--- src/rtl/core_pkg.sv ---
// Shared constants and types for the write-back path into the 32x32 register file.
package core_pkg;
   localparam int XLEN = 32;
   localparam int NREG = 32;
   localparam int AW   = 5;

   typedef enum logic {
      REQ_ALU = 1'b0,
      REQ_LSU = 1'b1
   } req_e;

   typedef struct packed {
      logic            valid;
      logic [AW-1:0]   rd;
      logic [XLEN-1:0] wd;
   } wb_req_t;
endpackage

--- src/rtl/wb_rr_arb2.sv ---
// Two-way round-robin arbiter for the write-back port.
// A single requester always wins; on a tie the one not served last wins.
module wb_rr_arb2
   import core_pkg::*;
(
   input  logic alu_valid,
   input  logic lsu_valid,
   input  req_e last,
   output logic alu_grant,
   output logic lsu_grant
);

   // Grant decode from the valid pair and the round-robin history.
   always_comb begin
      alu_grant = 1'b0;
      lsu_grant = 1'b0;
      case ({alu_valid, lsu_valid})
         2'b10: alu_grant = 1'b1;
         2'b01: lsu_grant = 1'b1;
         2'b11: begin
            if (last == REQ_ALU) begin
               lsu_grant = 1'b1;
            end else begin
               alu_grant = 1'b1;
            end
         end
         default: begin
            alu_grant = 1'b0;
            lsu_grant = 1'b0;
         end
      endcase
   end

endmodule

--- src/rtl/regfile_wb_ctrl.sv ---
// Write-back controller: arbitrates ALU/LSU results onto the regfile write port
// and tracks pending destinations to stall decode on RAW/WAW hazards.
module regfile_wb_ctrl
   import core_pkg::*;
(
   input  logic            clk,
   input  logic            rst,
   input  logic            iss_valid,
   input  logic [AW-1:0]   iss_rd,
   input  logic [AW-1:0]   iss_rs1,
   input  logic [AW-1:0]   iss_rs2,
   output logic            hazard,
   input  logic            alu_valid,
   output logic            alu_ready,
   input  logic [AW-1:0]   alu_rd,
   input  logic [XLEN-1:0] alu_wd,
   input  logic            lsu_valid,
   output logic            lsu_ready,
   input  logic [AW-1:0]   lsu_rd,
   input  logic [XLEN-1:0] lsu_wd,
   output logic            rf_we,
   output logic [AW-1:0]   rf_rd,
   output logic [XLEN-1:0] rf_wd,
   output logic [NREG-1:0] busy
);

   wb_req_t         win_req_s;
   logic            alu_grant_s;
   logic            lsu_grant_s;
   logic            xfer_s;
   logic            issue_s;
   logic [NREG-1:0] set_s;
   logic [NREG-1:0] clr_s;
   logic [NREG-1:0] busy_nxt_s;
   logic [NREG-1:0] busy_r;
   req_e            last_r;

   wb_rr_arb2 u_arb (
      .alu_valid (alu_valid),
      .lsu_valid (lsu_valid),
      .last      (last_r),
      .alu_grant (alu_grant_s),
      .lsu_grant (lsu_grant_s)
   );

   // Grants are suppressed while in reset so nothing is accepted and then lost.
   always_comb begin
      alu_ready = alu_grant_s & ~rst;
      lsu_ready = lsu_grant_s & ~rst;
      if (lsu_ready) begin
         win_req_s = '{valid: lsu_valid, rd: lsu_rd, wd: lsu_wd};
      end else if (alu_ready) begin
         win_req_s = '{valid: alu_valid, rd: alu_rd, wd: alu_wd};
      end else begin
         win_req_s = {1'b0, {AW{1'b0}}, {XLEN{1'b0}}};
      end
      xfer_s = win_req_s.valid;
   end

   // Round-robin history: remember who was served on the last handshake.
   always_ff @(posedge clk) begin
      if (rst) begin
         last_r <= REQ_LSU;
      end else if (alu_ready) begin
         last_r <= REQ_ALU;
      end else if (lsu_ready) begin
         last_r <= REQ_LSU;
      end else begin
         last_r <= last_r;
      end
   end

   // Write stage; an x0 destination completes the handshake but never writes.
   always_ff @(posedge clk) begin
      if (rst) begin
         rf_we <= 1'b0;
         rf_rd <= {AW{1'b0}};
         rf_wd <= {XLEN{1'b0}};
      end else if (xfer_s) begin
         rf_we <= (win_req_s.rd != {AW{1'b0}});
         rf_rd <= win_req_s.rd;
         rf_wd <= win_req_s.wd;
      end else begin
         rf_we <= 1'b0;
      end
   end

   // Stall decode on pending sources (RAW) or a pending destination (WAW).
   always_comb begin
      hazard = ((iss_rs1 != {AW{1'b0}}) && busy_r[iss_rs1]) ||
               ((iss_rs2 != {AW{1'b0}}) && busy_r[iss_rs2]) ||
               (iss_valid && (iss_rd != {AW{1'b0}}) && busy_r[iss_rd]);
   end

   // Scoreboard update: clear on commit, set on issue; set applied last so it wins.
   always_comb begin
      set_s   = {NREG{1'b0}};
      clr_s   = {NREG{1'b0}};
      issue_s = iss_valid && !hazard && (iss_rd != {AW{1'b0}});
      if (rf_we) begin
         clr_s[rf_rd] = 1'b1;
      end else begin
         clr_s = {NREG{1'b0}};
      end
      if (issue_s) begin
         set_s[iss_rd] = 1'b1;
      end else begin
         set_s = {NREG{1'b0}};
      end
      busy_nxt_s = ((busy_r & ~clr_s) | set_s) & ~{{(NREG-1){1'b0}}, 1'b1};
   end

   // Scoreboard register.
   always_ff @(posedge clk) begin
      if (rst) begin
         busy_r <= {NREG{1'b0}};
      end else begin
         busy_r <= busy_nxt_s;
      end
   end

   assign busy = busy_r;

endmodule

--- config.mk ---
export PLATFORM = sky130hd
export DESIGN_NAME = regfile_wb_ctrl
export DESIGN_NICKNAME = d
export VERILOG_FILES = /design/src/rtl/core_pkg.sv /design/src/rtl/wb_rr_arb2.sv /design/src/rtl/regfile_wb_ctrl.sv
export SDC_FILE = /design/constraint.sdc
export NUM_CORES = 1
export LEC_CHECK = 0
export ABC_CLOCK_PERIOD_IN_PS = 7300
export CAP_MARGIN = 40
export CORE_MARGIN = 2
export CORE_UTILIZATION = 25
export CTS_CLUSTER_SIZE = 10
export DETAILED_ROUTE_END_ITERATION = 16
export HOLD_SLACK_MARGIN = 0.08
export PLACE_DENSITY = 0.57
export SYNTH_ARGS = -nofsm -noshare
export SYNTH_HDL_FRONTEND = slang
export SYNTH_SLANG_ARGS = --single-unit
--- constraint.sdc ---
create_clock -name clk -period 7.3 [get_ports clk]
set_input_delay 1.825 -clock clk [delete_from_list [all_inputs] [get_ports clk]]
set_output_delay 1.825 -clock clk [all_outputs]
set_load 0.1 [all_outputs]
* Yosys cells after proc, flatten, opt, wreduce, memory -nomap -nowiden
Index checks and enable logic that the tools add are counted.
** Word-level totals
- Register bits :: 71
- Output and inout bits :: 73
** Cells by class
- Order comparisons :: 6
- Eq/ne operators :: 3
- Mux-type cells :: 20
- Bitwise logic cells :: 7
- Reductions and logical operators :: 17
** Operators by type and width (count)
- $mux 38 :: 2
- $mux 32 :: 2
- $and 32x32->32 :: 1
- $not 32->32 :: 1
- $or 32x32->32 :: 1
- $lt 5x6->1 const B :: 4
- $reduce_bool 5->1 :: 4
- $bmux 1 s5 :: 3
- $demux 1 s5 :: 2
- $ge 5x1->1 const B :: 2
- $mux 1 :: 9
- $logic_and 1x1->1 :: 8
- $eq 2x2->1 const B :: 2
- $pmux 1 s2 :: 2
- $and 1x1->1 :: 2
- $eq 2x1->1 const B :: 1
- $logic_or 1x1->1 :: 2
- $not 1->1 :: 2
- $reduce_bool 2->1 :: 1
- $reduce_or 2->1 :: 1
- $logic_not 1->1 :: 1

* Logic depth before layout (Yosys ltp)
- Depth after elaboration :: 10
- Gate-level depth with buffers :: 10
- Gate-level depth less buffers :: 6

* Modules after synthesis
A second synthesis with hierarchy kept.
** Second synthesis, totals
- Cell total of the unflattened synthesis :: 442
- Area total of the unflattened synthesis :: 4082.7 µm²
** Modules (own cells, without submodules)
- regfile_wb_ctrl :: instances 1, cells each 439, area each 4063.9 µm²
- wb_rr_arb2 :: instances 1, cells each 3, area each 18.8 µm²

* Least setup slack after synthesis
No wires, ideal clock.
- Path kind :: in2out
- From :: input port iss_rd[2]
- To :: output port hazard
- Arrival time :: 3.769 ns
- Required time :: 5.475 ns
- Path slack :: 1.706 ns
- Stages on the path :: 7
- Path buffers :: 2
- Path through :: buf_2 > or3b_2 > o22ai_1 > o31ai_1 > and4_1 > buf_2 > o2111ai_4
** On the way
- Word-level cells in the longest chain between the ends :: 4
- Elaborated cells between the ends (all ways) :: 6
- Those cells by class :: 2 x mux; 4 x reduce/logical
** Ends and longest elaborated chain
- from (decl) :: RTL line regfile_wb_ctrl.sv:9 : input logic [AW-1:0] iss_rd,
- $bmux 1 s5 / $reduce_bool 5->1 (equally long branches) :: RTL line regfile_wb_ctrl.sv:92 : (iss_valid && (iss_rd != {AW{1'b0}}) && busy_r[iss_rd]);
- $mux 1 (implied by the code) / $logic_and 1x1->1 (equally long branches) :: RTL line regfile_wb_ctrl.sv:92
- $logic_and 1x1->1 * :: RTL line regfile_wb_ctrl.sv:92
- $logic_or 1x1->1 * :: RTL line regfile_wb_ctrl.sv:91 : ((iss_rs2 != {AW{1'b0}}) && busy_r[iss_rs2]) ||
- to (decl) :: RTL line regfile_wb_ctrl.sv:12 : output logic hazard,
Every way passes the cells marked *; elsewhere a longest branch is shown, timed or not. The select of a mux whose other input is x is not followed.

* Worst setup path after layout
- From :: input port iss_rd[0]
- To :: output port hazard
Same word-level chain as after synthesis.

==> results.yml <==
yosys:
  synth_fp_nets: 607
  synth.mux.area_fraction: 0.150
  ys_types: 50
  syn_avg_cell_area_um2: 8.40
  synth_top_area_frac: 0.325
  synth_ff_type: "sky130_fd_sc_hd__dfxtp_1"
  synth_edf_count: 0
  syn-instance-count: 513
  yosys.area.top_type: "sky130_fd_sc_hd__dfxtp_1"
  synth_simple_gate_area_frac: 0.252
  combinational_family_with_the_most_area_after_synthesis: "simple AND/OR/NAND/NOR gates"
  post_synth_main_area_contributors: "sky130_fd_sc_hd__dfxtp_1 (33%), sky130_fd_sc_hd__mux2i_1 (8.4%), sky130_fd_sc_hd__o21ai_0 (5.0%), sky130_fd_sc_hd__nand3b_1 (3.8%), sky130_fd_sc_hd__nand2_1 (3.7%)"
  ys_warn_count: 0
  synth_compound_area_frac: 0.216
  asyncSetResetFlopFracSynth: 0
  yosys_register_bits: 70
  synth.cell_area_um2: 4310
  synth-adder-area-share: 0
  synth-seq-area-share: 0.325
  synth_xor_xnor_area_share: 0
clock_tree:
  ctsHtreeMaxLevel: 3
  cts_resized: 0
  post_cts.repair.setup_buffers: 0
  cts.clk_slew.worst_paths_ns: 0.05
  cts_tree: "built"
  cts_buffers: 9
  cts_num_sinks: 70
  cts.hold.buffers_added: 0
  cts-root-buf: "sky130_fd_sc_hd__clkbuf_16"
  cts_max_path_buffers: 2
  worst_skew_pair.late_latency_ns: 0.34
power_and_ir_drop:
  power-per-cell-area_nw_per_um2: 173
  net_switching_fraction_of_the_power: 0.341
  leakage_power_summed_over_all_cells_nw: 2.74
  seq_power_share: 0.318
  power_frac_clock: 0.341
  power.share.combinational: 0.341
  max-vdd-ir-drop_uv: 107
  p_sw_w: 0.000450
  power_report.internal_total_w: 0.000869
floorplanning:
  core.rowCount: 48
  floorplan.die_area_um2: 18300
  die_outline_height_um: 135
  start_util: 0.253
  core_area_um2: 17100
  fp.dieW_um: 135
  io_pins: 167
outcome:
  status: "finished, final reports clean"
global_route:
  number_of_antenna_violations_at_the_first_check_in_global_routing: 0
  global_route_wire_length_before_repair_mm: 26.1
  grt_overflow_total: 0
  track_usage: 0.182
  grt_pass1_vias: 4855
  pin_count_of_the_biggest_net_entering_global_routing: 58
detailed_routing:
  detail_route.wl_per_cell_um: 17.6
  detail_route.first_pass.iterations: 4
  wl_mm: 16.6
  initialDrtViolationCount: 270
  vias_per_cell: 5.21
  drt.antenna.violating_nets: 0
  dr_total_vias: 4929
  drc: 0
timing:
  fin_crit_sh: 0.877
  timing.slew.headroom: 0.485
  setup-tns-final_ns: 0
  fin_ws_ns: 0.896
  slew_at_the_pin_closest_to_its_max_slew_limit_ns: 0.753
  finalHoldViolCount: 0
  holdWs_ns: 0.453
  report.final.setup_viol: 0
  min_period_ns: 6.40
  fin_skew_ns: 0.0108
  rsz0062_at_grt: "no"
  achievable-frequency_mhz: 156
  drv_slew: 0
setup_path:
  ff2ff_setup_slack_ns: 4.64
  worstSetupPathType: "in -> out"
  timing.critical_path.from_type: "input port"
  critPathMaxFanout: 16
  worstSetupEndpointType: "output port"
  crit_path_arrival_time_ns: 4.58
  worst_r2r_endpoint: "busy[12]"
  critPathRequiredTime_ns: 5.48
  worst_r2r_path_depth: 6
  r2r-start: "busy[22]"
layout:
  drive_above_1_share: 0.166
  insertedDiodeCount: 0
  layout.nets: 811
  fin_util: 0.447
  fillerInstances: 1572
  synthToLayoutAreaGrowth_pct: 76.8
  final_cells: 946
  mostFrequentLayoutCell: "sky130_fd_sc_hd__clkdlybuf4s50_1"
  layout_common_cells: "sky130_fd_sc_hd__clkdlybuf4s50_1 (161), sky130_fd_sc_hd__dfxtp_1 (70), sky130_fd_sc_hd__buf_8 (54), sky130_fd_sc_hd__nand2_1 (43), sky130_fd_sc_hd__o21ai_0 (43)"
job:
  max_cap_violations: 0
place:
  numPortBuffers: 165
  placement.setup.worst_slack_ns: 0.960
  detailedPlacementHpwl_mm: 12.5
  placed_cells_incl_taps: 930
  gp_congestion: 0.856
hold_path:
  worst_hold_path.num_cells: 2
  worst_hold_startpoint: "rf_wd[1]"
  worstHoldPathType: "reg -> reg"
  worst_hold_end: "rf_wd[1]"
flip-flops by register name, summed over array words and instances (netlist names):
signal / flops
last_r: 1
busy: 31
rf_rd: 5
rf_wd: 32
rf_we: 1
metal layers:
metal  GRT usage  part of all wire  up-vias
met3      0.0580              0.11       23
met5           0                 0        -
met1       0.242              0.43     2293
met4      0.0509             0.015        0
met2       0.282              0.45      284
li1            -                 -     2329
cell families after synthesis:
group / count (synthesis)
buf+inv: 56
flops: 70
other cells: 1
mux: 53
compound gates: 135
simple gates: 198
layout make-up:
cell class	count	area (um2)	share of cell area
Clock inverter	3	43.8	0.00574
Sequential cell	70	1400	0.184
Timing Repair Buffer	245	2960	0.388
Multi-Input combinational cell	387	2670	0.350
Inverter	4	15.0	0.00197
Clock buffer	12	256	0.0336
Tap cell	225	282	0.0369
per-stage QoR:
stage          cell area, um2  total power (W)
4_1_cts                  7620          0.00133
2_1_floorplan            4310         0.000672
6_report                 7620          0.00132
3_3_place_gp             6090         0.000792
5_1_grt                  7620          0.00137
3_5_place_dp             7320         0.000875
critical path: stages:
cell and delay (ns):
sky130_fd_sc_hd__clkdlybuf4s50_1 0.98, sky130_fd_sc_hd__buf_4 0.32, sky130_fd_sc_hd__mux2_2 0.35, sky130_fd_sc_hd__a2bb2oi_1 0.16, sky130_fd_sc_hd__a2bb2oi_1 0.15, sky130_fd_sc_hd__and4_1 0.27, sky130_fd_sc_hd__o2111ai_4 0.25, sky130_fd_sc_hd__buf_12 0.27
synthesized netlist by cell type, types with 2 or more instances:
| cell type | count |
|---|---|
| sky130_fd_sc_hd__nor4b_1 | 2 |
| sky130_fd_sc_hd__and2_1 | 2 |
| sky130_fd_sc_hd__nand3_1 | 4 |
| sky130_fd_sc_hd__nor2b_1 | 24 |
| sky130_fd_sc_hd__nand3b_1 | 22 |
| sky130_fd_sc_hd__or4_1 | 2 |
| sky130_fd_sc_hd__mux4_1 | 4 |
| sky130_fd_sc_hd__nor2_1 | 33 |
| sky130_fd_sc_hd__nand4_1 | 23 |
| sky130_fd_sc_hd__nor3b_1 | 9 |
| sky130_fd_sc_hd__nand2b_1 | 7 |
| sky130_fd_sc_hd__nor4_1 | 4 |
| sky130_fd_sc_hd__or3b_2 | 2 |
| sky130_fd_sc_hd__a211oi_1 | 18 |
| sky130_fd_sc_hd__a2bb2oi_1 | 2 |
| sky130_fd_sc_hd__and3_1 | 2 |
| sky130_fd_sc_hd__mux2_2 | 10 |
| sky130_fd_sc_hd__buf_2 | 15 |
| sky130_fd_sc_hd__a22oi_1 | 20 |
| sky130_fd_sc_hd__o41ai_2 | 2 |
| sky130_fd_sc_hd__clkbuf_2 | 2 |
| sky130_fd_sc_hd__dfxtp_1 | 70 |
| sky130_fd_sc_hd__nor3_1 | 14 |
| sky130_fd_sc_hd__a2111oi_0 | 5 |
| sky130_fd_sc_hd__o21ai_0 | 43 |
| sky130_fd_sc_hd__o31ai_1 | 8 |
| sky130_fd_sc_hd__buf_1 | 4 |
| sky130_fd_sc_hd__o41ai_1 | 2 |
| sky130_fd_sc_hd__mux4_2 | 3 |
| sky130_fd_sc_hd__nand2_1 | 43 |
| sky130_fd_sc_hd__clkbuf_1 | 29 |
| sky130_fd_sc_hd__o22ai_1 | 4 |
| sky130_fd_sc_hd__mux2i_1 | 36 |
| sky130_fd_sc_hd__a221oi_1 | 2 |
| sky130_fd_sc_hd__a21oi_1 | 23 |
| sky130_fd_sc_hd__inv_1 | 4 |
power by group through the flow:
stage,Combinational (W),Sequential [W],Clock (W)
after floorplan,0.000117,0.000555,0
after global placement,0.000365,0.000427,0
after detailed placement,0.000448,0.000427,0
after CTS,0.000450,0.000420,0.000460
after global routing,0.000469,0.000422,0.000478
final,0.000450,0.000420,0.000450
how the worst max path moves through the flow:
stage	slack [ns]	depth (start not counted)	to	from
3_3_place_gp	1.0	8	hazard	iss_rd[0]
5_1_grt	0.83	8	hazard	iss_rd[0]
2_1_floorplan	1.71	7	hazard	iss_rd[2]
6_report	0.90	8	hazard	iss_rd[0]
3_5_place_dp	0.96	8	hazard	iss_rd[0]
4_1_cts	0.95	8	hazard	iss_rd[0]
Note: power is estimated with default switching activity, not from simulation.
